### src/rtl/cutting_step_commander.sv
// Command-side controller for the cutting step driver: accepts move commands,
// divides the system clock into motor_clk and gates motor_en so exactly the commanded steps occur.
module cutting_step_commander #(
   parameter int STEP_W   = 16,
   parameter int DIV_W    = 20,
   parameter int DEF_HALF = 250000
) (
   input  logic              clk,
   input  logic              rst_n,
   input  logic              cmd_valid,
   output logic              cmd_ready,
   input  logic              cmd_dir,
   input  logic [STEP_W-1:0] cmd_steps,
   input  logic [DIV_W-1:0]  cmd_half,
   input  logic              abort,
   output logic              motor_clk,
   output logic              motor_en,
   output logic              motor_dir,
   output logic              busy,
   output logic              done,
   output logic              aborted,
   output logic [STEP_W-1:0] steps_done
);

   localparam logic [DIV_W-1:0] DEF_HALF_W = DIV_W'(DEF_HALF);

   typedef enum logic [2:0] {
      ST_IDLE,
      ST_ARM,
      ST_RUN,
      ST_STOP,
      ST_FIN
   } state_t;

   state_t state;
   state_t state_nx;

   logic [DIV_W-1:0]  half_q;
   logic [DIV_W-1:0]  div_cnt;
   logic [STEP_W-1:0] steps_q;

   logic accept;
   logic zero_move;
   logic tick;
   logic rise;
   logic last_step;

   assign accept    = cmd_valid && (state == ST_IDLE);
   assign zero_move = (cmd_steps == '0);
   assign tick      = (state != ST_IDLE) && (div_cnt == (half_q - DIV_W'(1)));
   assign rise      = tick && !motor_clk;
   // The step that makes the count whole wins over a simultaneous abort.
   assign last_step = (state == ST_RUN) && rise && motor_en &&
                      ((steps_done + STEP_W'(1)) == steps_q);

   always_ff @(posedge clk or negedge rst_n) begin
      if (!rst_n) begin
         state <= ST_IDLE;
      end else begin
         state <= state_nx;
      end
   end

   always_comb begin
      state_nx = state;
      unique case (state)
         ST_IDLE: begin
            if (accept && !zero_move) begin
               state_nx = ST_ARM;
            end
         end
         ST_ARM: begin
            if (abort) begin
               state_nx = ST_STOP;
            end else if (tick) begin
               state_nx = ST_RUN;
            end
         end
         ST_RUN: begin
            if (last_step || abort) begin
               state_nx = ST_STOP;
            end
         end
         ST_STOP: begin
            if (tick) begin
               state_nx = ST_FIN;
            end
         end
         ST_FIN: begin
            state_nx = ST_IDLE;
         end
         default: begin
            state_nx = ST_IDLE;
         end
      endcase
   end

   always_comb begin
      cmd_ready = (state == ST_IDLE);
      busy      = (state != ST_IDLE);
   end

   // Divider phase is anchored to the accepting edge, so every tick lands on a multiple of half.
   always_ff @(posedge clk or negedge rst_n) begin
      if (!rst_n) begin
         div_cnt <= '0;
      end else if ((state == ST_IDLE) || (state == ST_FIN) || tick) begin
         div_cnt <= '0;
      end else begin
         div_cnt <= div_cnt + DIV_W'(1);
      end
   end

   always_ff @(posedge clk or negedge rst_n) begin
      if (!rst_n) begin
         half_q    <= DEF_HALF_W;
         steps_q   <= '0;
         motor_dir <= 1'b0;
      end else if (accept) begin
         half_q  <= (cmd_half == '0) ? DEF_HALF_W : cmd_half;
         steps_q <= cmd_steps;
         if (!zero_move) begin
            motor_dir <= cmd_dir;
         end
      end
   end

   // In STOP a pending rise is suppressed, so the driver never sees an uncounted step.
   always_ff @(posedge clk or negedge rst_n) begin
      if (!rst_n) begin
         motor_clk <= 1'b0;
         motor_en  <= 1'b0;
      end else begin
         unique case (state)
            ST_ARM: begin
               motor_clk <= 1'b0;
               if (tick && !abort) begin
                  motor_en <= 1'b1;
               end
            end
            ST_RUN: begin
               if (tick) begin
                  motor_clk <= !motor_clk;
               end
            end
            ST_STOP: begin
               if (tick) begin
                  motor_clk <= 1'b0;
                  motor_en  <= 1'b0;
               end
            end
            default: begin
               motor_clk <= 1'b0;
               motor_en  <= 1'b0;
            end
         endcase
      end
   end

   always_ff @(posedge clk or negedge rst_n) begin
      if (!rst_n) begin
         steps_done <= '0;
         aborted    <= 1'b0;
         done       <= 1'b0;
      end else begin
         done <= (state == ST_FIN) || (accept && zero_move);
         if (accept) begin
            steps_done <= '0;
            aborted    <= 1'b0;
         end else begin
            if ((state == ST_RUN) && rise && motor_en && (steps_done != steps_q)) begin
               steps_done <= steps_done + STEP_W'(1);
            end
            if (((state == ST_ARM) || (state == ST_RUN)) && abort && !last_step) begin
               aborted <= 1'b1;
            end
         end
      end
   end

endmodule

### config.mk
export PLATFORM = sky130hd
export DESIGN_NAME = cutting_step_commander
export DESIGN_NICKNAME = d
export VERILOG_FILES = /design/src/rtl/cutting_step_commander.sv
export SDC_FILE = /design/constraint.sdc
export NUM_CORES = 1
export LEC_CHECK = 0
export CAP_MARGIN = 20
export CORE_ASPECT_RATIO = 0.8
export CORE_UTILIZATION = 39
export CTS_BUF_LIST = sky130_fd_sc_hd__clkbuf_2
export DETAILED_ROUTE_END_ITERATION = 12
export PLACE_DENSITY = 0.64
export RECOVER_POWER = 50
export SLEW_MARGIN = 20
export SYNTH_ARGS = -nofsm -noshare
export SYNTH_HDL_FRONTEND = slang
export SYNTH_SLANG_ARGS = --single-unit
### constraint.sdc
create_clock -name clk -period 4.8 [get_ports clk]
set_clock_uncertainty 0.05 [all_clocks]
set_input_delay 0.48 -clock clk [delete_from_list [all_inputs] [get_ports clk]]
set_output_delay 0.48 -clock clk [all_outputs]
set_load 0.01 [all_outputs]
==> results of run 1 <==
[final timing paths]
kind	startpoint	endpoint
max	half_q[0]	steps_done[10]
min	cmd_half[8]	half_q[8]
max reg2reg	half_q[0]	steps_done[10]
min reg2reg	half_q[19]	half_q[19]
max in group asynchronous	rst_n	half_q[0]
min in group asynchronous	rst_n	steps_q[10]
[layout by cell type, fill, tap and decap left out, drive strengths merged, types with 4 or more instances in the layout]
master,n
nor4,25
a31oi,4
a21o,6
and3,10
nand2b,4
nor3,18
dlygate4sd3,11
nor2,46
clkbuf,10
o21ai,23
nand2,110
xor2,33
inv,13
a21oi,24
nand3,28
nor3b,4
nor2b,4
dfstp,7
o22a,7
dfrtp,73
xnor2,30
clkdlybuf4s50,52
nand4,15
or3,13
[power groups by stage]
stage	Clock [mW]	Sequential (mW)	Combinational [mW]
2_1_floorplan	0	0.981	0.556
3_3_place_gp	0	1.07	0.706
3_5_place_dp	0	1.08	0.713
4_1_cts	0.428	1.06	0.719
5_1_grt	0.452	1.10	0.796
6_report	0.415	1.07	0.715
[Yosys cell counts, types with 3 or more instances]
master       n
inv_1       13
dfstp_2      7
nor4b_1      3
nor3b_1      3
nor2_1      46
dfrtp_1     73
a21oi_1     24
nor3_1      17
buf_6        3
a21o_1       6
and4_1       3
a31oi_1      4
mux2_2       3
a211oi_1     3
nand2b_1     4
or2_2        3
o22a_1       7
nor4_1      22
xnor2_1     30
nand3_1     26
nor2b_1      4
o2111ai_1    3
nand2_1    110
nand4_1     15
ha_1         3
o21ai_0     22
mux2i_1      3
and3_1      10
nor4bb_1     3
or3_1       13
and2_1       3
clkbuf_1    24
xor2_1      33
[worst max-delay path, cell delays in order (launching register included)]
cell	delay (ps)
dfrtp_1	470
inv_1	90
ha_1	210
nor3b_2	420
nand3_2	180
nor4_1	330
xnor2_1	130
nor4_2	550
nand3_2	520
or3_1	490
a21oi_1	140
[metal layers]
layer	GRT usage	vias up	wire (um)
li1	-	2144	-
met1	0.326	2167	6920
met2	0.308	116	5490
met3	0.0477	11	796
met4	0.0434	0	99
met5	0	-	0
[repair_timing]
item	CTS	global route
hold endpoints to repair	0	73
resized for setup	0	0
hold buffers	0	1
[registers in the layout (all words and copies together), names as in the netlist]
signal and flops:
half_q 20, steps_done 16, state 3, aborted 1
done 1, steps_q 16, motor_dir 1, div_cnt 20
motor_clk 1, motor_en 1
[cell families (layout without fill, tap and decap cells)]
group | Yosys count | in the layout | share of synthesized area
buffers and inverters | 45 | 95 | 0.0407
xor gates and xnor gates | 63 | 63 | 0.112
and+or+nand+nor | 299 | 299 | 0.309
adders and majority gates | 3 | 3 | 0.00759
AOI/OAI and AO/OA | 87 | 87 | 0.112
DFF | 80 | 80 | 0.406
muxes | 6 | 6 | 0.0129
[area by class of cell]
| class | instances | area, um2 | area share |
|---|---|---|---|
| sequential | 80 | 2010 | 0.347 |
| multi-input combinational | 458 | 2740 | 0.472 |
| inverter | 13 | 48.8 | 0.00841 |
| timing repair buffer | 66 | 657 | 0.113 |
| clock inverter | 6 | 83.8 | 0.0145 |
| tap | 171 | 214 | 0.0369 |
| clock buffer | 10 | 50.0 | 0.00863 |
==> results.py, run 1 <==
metrics = {
    "die": {
        "start_util": 0.404,
        "die_y_um": 103,
        "die_area_mm2": 0.0131,
        "die_w_um": 128,
        "ios": 64,
        "num_rows": 36,
        "core_region_area_mm2": 0.0123,
    },
    "power_and_ir_drop": {
        "p_int_mw": 1.35,
        "power_frac_seq": 0.486,
        "leakage_nw": 2.44,
        "vdd_ir_drop_max_mv": 0.198,
        "power.total_mw": 2.20,
        "switching_power_uw": 846,
        "powerDensity_mw_per_mm2": 379,
        "netSwitchingFraction": 0.385,
        "combPwrFrac": 0.325,
        "pwr-share-clk": 0.189,
    },
    "global_route": {
        "grt_pass1_wl_um": 21700,
        "grt-ovfl-total": 0,
        "grt_pass1_vias": 4077,
        "grt_start_max_net_pins": 81,
        "antenna_found_initial": 0,
        "grt.total_usage": 0.214,
    },
    "routing": {
        "vias": 4438,
        "via_per_inst": 5.52,
        "drtIter0Drc": 342,
        "final_antenna_net_count": 0,
        "dr.pass1.iters": 5,
        "drc": 0,
        "wl_per_cell_um": 16.6,
        "routed_wl_um": 13300,
    },
    "placed_design": {
        "place_area_mm2": 0.00565,
        "preCtsSetupSlack_ps": 1190,
        "place_hpwl_um": 9810,
        "dp.cells": 787,
        "port_buffers": 63,
        "routabilityCongestion": 0.932,
    },
    "cts": {
        "cts_tree": "built",
        "htree_num_levels": 3,
        "cts_buffers": 9,
        "cts_root_buf": "clkbuf_2",
        "clkTransAtPathRegs_ps": 230,
        "cts.path.max_buffers": 2,
        "insertion_delay_ps": 540,
        "postCtsSetupRepairBufs": 0,
        "clkSinkCount": 80,
    },
    "synthesis": {
        "synth.avg_cell_area_um2": 8.49,
        "synthArstFlopShare": 1.00,
        "synth.distinct_cells": 61,
        "yosys-top-cells-area": "dfrtp_1 37%, nand2_1 8.3%, xor2_1 5.8%",
        "seq_area_frac_synth": 0.406,
        "synth_edf_count": 0,
        "synth_top_area_cell": "dfrtp_1",
        "yosysWarnings": 0,
        "synthCells": 583,
        "synthesis.nets": 627,
        "synth.ff_latch_count": 80,
        "netlist_area_mm2": 0.00495,
        "netlist.area_leader.share": 0.369,
        "ys.flop_type": "dfrtp_1",
    },
    "timing": {
        "rsz0062_at_grt": "false",
        "relSlewSlack": 0.278,
        "tns_ps": 0,
        "tightest_slew_ps": 1080,
        "max_freq_mhz": 275,
        "setup_viol_count_final": 0,
        "post-route-min-period_ps": 3640,
        "fin_hold_ws_ps": 400,
        "hold_viol": 0,
        "report.final.slew_viol_count": 0,
        "min_period_over_period": 0.758,
        "finalWorstSetupSlack_ps": 1160,
    },
    "final_layout": {
        "areaGrowthSynthToFinish_pct": 17.2,
        "final_net_count": 672,
        "fill_cells": 1259,
        "layout.cells.non_filler": 804,
        "diodes": 0,
        "drive_above_1_share": 0.0632,
        "finalInstanceArea_mm2": 0.00580,
        "utilization": 0.473,
    },
    "setup_path": {
        "crit_type": "reg -> reg",
        "crit_required_ps": 5230,
        "cp-start-kind": "register",
        "r2r_cells": 10,
        "reg2reg_slack_ps": 1160,
        "critPathMaxFanout": 24,
        "cp_data_arrival_time_ps": 4070,
        "critPathCaptureType": "register",
    },
    "outcome": {
        "outcome": "finished clean",
    },
    "hold_path": {
        "min_path_type": "in -> reg",
        "hold_depth": 3,
    },
    "job": {
        "drv_cap": 0,
    },
}
No activity file was read; power rests on OpenSTA's default activity.
==> inputs of run 2 (changes only) <==
==> constraint.sdc (replaced) <==
create_clock -name clk -period 3.4 [get_ports clk]
set_clock_uncertainty 0.05 [all_clocks]
set_input_delay 0.34 -clock clk [delete_from_list [all_inputs] [get_ports clk]]
set_output_delay 0.34 -clock clk [all_outputs]
set_load 0.01 [all_outputs]
==> run 2 against run 1 <==
- the flow now finishes with violations (max-capacitance violations, max-slew violations)
- first-iteration DRC count up 16%
- worst setup slack worse by 930 ps
- core utilization up 0.86 points
- global-route usage up 0.82 points
- cell count up 1.9%
- critical path depth up 2
- register-to-register slack worse by 930 ps
- sequential share of layout area down 0.62 points
- die area unchanged
- maximum frequency up 15%
- worst hold slack worse by 140 ps
- critical path type unchanged
- critical endpoint unchanged
==> results.py, run 2 (synthesis results as in run 1) <==
metrics = {
    "routing": {
        "wl_per_cell_um": 16.8,
        "final_antenna_net_count": 0,
        "drtIter0Drc": 398,
        "vias": 4535,
        "dr.pass1.iters": 5,
        "via_per_inst": 5.54,
        "routed_wl_um": 13800,
        "drc": 0,
    },
    "hold_path": {
        "hold_depth": 3,
        "min_path_type": "in -> reg",
    },
    "setup_path": {
        "cpPeakStageDelay_ps": 510,
        "reg2reg_slack_ps": 230,
        "crit_type": "reg -> reg",
        "crit_path_top_delay_cell": "or4bb_1",
        "cp-start-kind": "register",
        "critPathCaptureType": "register",
        "critPathMaxFanout": 24,
        "r2r_cells": 12,
        "cp_data_arrival_time_ps": 3610,
        "cpMostUsedCell": "nand3_2",
        "crit_required_ps": 3840,
        "path_cells": "inv_1, ha_1, nor3b_2, buf_4, nand3_2, or4bb_1, o311a_1, nor3_4, nand3_2, buf_12, or3_1, a21oi_1",
    },
    "power_and_ir_drop": {
        "powerDensity_mw_per_mm2": 519,
        "vdd_ir_drop_max_mv": 0.214,
        "power.total_mw": 3.07,
        "leakage_nw": 2.51,
    },
    "timing": {
        "finalWorstSetupSlack_ps": 229,
        "setup_viol_count_final": 0,
        "tightest_slew_ps": 2000,
        "max_freq_mhz": 315,
        "post-route-min-period_ps": 3170,
        "hold_viol": 0,
        "tns_ps": 0,
        "min_period_over_period": 0.933,
        "relSlewSlack": -0.331,
        "report.final.slew_viol_count": 81,
        "rsz0062_at_grt": "false",
    },
    "die": {
        "num_rows": 36,
        "ios": 64,
        "die_area_mm2": 0.0131,
        "core_region_area_mm2": 0.0123,
        "die_w_um": 128,
        "die_y_um": 103,
        "start_util": 0.404,
    },
    "placed_design": {
        "port_buffers": 63,
        "routabilityCongestion": 0.925,
        "place_area_mm2": 0.00579,
        "place_hpwl_um": 10100,
        "preCtsSetupSlack_ps": 225,
        "dp.cells": 802,
    },
    "final_layout": {
        "layout_common_cells": "110 x nand2_1, 73 x dfrtp_1, 55 x clkdlybuf4s50_1, 46 x nor2_1, 33 x xor2_1",
        "final_common_cell": "nand2_1",
        "largest_registers": "div_cnt: 20 flops, half_q: 20 flops",
        "areaGrowthSynthToFinish_pct": 19.4,
        "drive_above_1_share": 0.0833,
        "diodes": 0,
        "layout.cells.non_filler": 819,
        "final_net_count": 687,
        "finalInstanceArea_mm2": 0.00591,
    },
    "global_route": {
        "antenna_found_initial": 0,
        "grt.total_usage": 0.222,
        "grt_pass1_vias": 4336,
        "grt_start_max_net_pins": 81,
        "grt_pass1_wl_um": 22600,
        "grt-ovfl-total": 0,
    },
    "outcome": {
        "outcome": "complete, but fails checks",
        "violations": "max-capacitance violations, max-slew violations",
    },
    "cts": {
        "cts_tree": "built",
        "cts_root_buf": "clkbuf_2",
        "cts_buffers": 9,
        "clkSinkCount": 80,
        "postCtsSetupRepairBufs": 0,
        "cts.path.max_buffers": 2,
        "htree_num_levels": 3,
        "clkTransAtPathRegs_ps": 230,
        "insertion_delay_ps": 550,
    },
    "job": {
        "drv_cap": 1,
    },
}
==> run 2: cell types whose count changed in the layout (fill, tap and decap cells not counted), moves of 2 or more <==
| cell | delta |
|---|---|
| buf_12 | +2 |
| buf_4 | +13 |
| clkbuf_2 | +2 |
| clkdlybuf4s50_1 | +3 |
| clkinvlp_4 | -2 |
| dlygate4sd3_1 | -3 |
==> run 2: per-stage QoR <==
stage,utilization,hold WS [ps]
3_3_place_gp,0.473,432
6_report,0.482,259
4_1_cts,0.482,212
3_5_place_dp,0.473,437
5_1_grt,0.482,213
2_1_floorplan,-,-5.59
==> run 2: path summary, 6_finish.rpt <==
kind | endpoint | start
min in group asynchronous | steps_done[0] | rst_n
setup / recovery | steps_done[10] | half_q[0]
max in group asynchronous | half_q[1] | rst_n
hold / removal | half_q[10] | cmd_half[10]
setup reg to reg | steps_done[10] | half_q[0]
hold reg to reg | steps_q[11] | steps_q[11]
==> run 2: cell type report <==
type	instances	area (um2)
clock buffers	11	55.1
clock inverters	5	47.5
fillers	1191	6350
inverters	13	48.8
multi-input cells	458	2740
flip-flops and latches	80	2010
well taps	171	214
repair buffers	81	788
==> run 2: worst max-delay path: cells and delay by family (launching register included) <==
| family | cells | cell delay, ps |
|---|---|---|
| DFF | 1 | 480 |
| adders and majority gates | 1 | 220 |
| and+or+nand+nor | 6 | 1570 |
| buffers and inverters | 3 | 460 |
| AOI/OAI and AO/OA | 2 | 340 |
==> run 2: what timing repair did <==
action,CTS,global route
endpoints found under the setup margin,0,3
hold buffers,1,0
endpoints found under the hold margin,73,0
resized for setup,0,1
==> run 2: per-layer routing <==
layer  part of all wire  track usage
met5                  0            0
met1               0.51        0.331
met4              0.014       0.0588
met3              0.064       0.0503
met2               0.42        0.323
==> run 2: where the power goes <==
group | internal (mW) | total (mW) | switching, mW
sequential | 1.17 | 1.51 | 0.337
combinational | 0.529 | 1.06 | 0.526
clock | 0.169 | 0.506 | 0.337
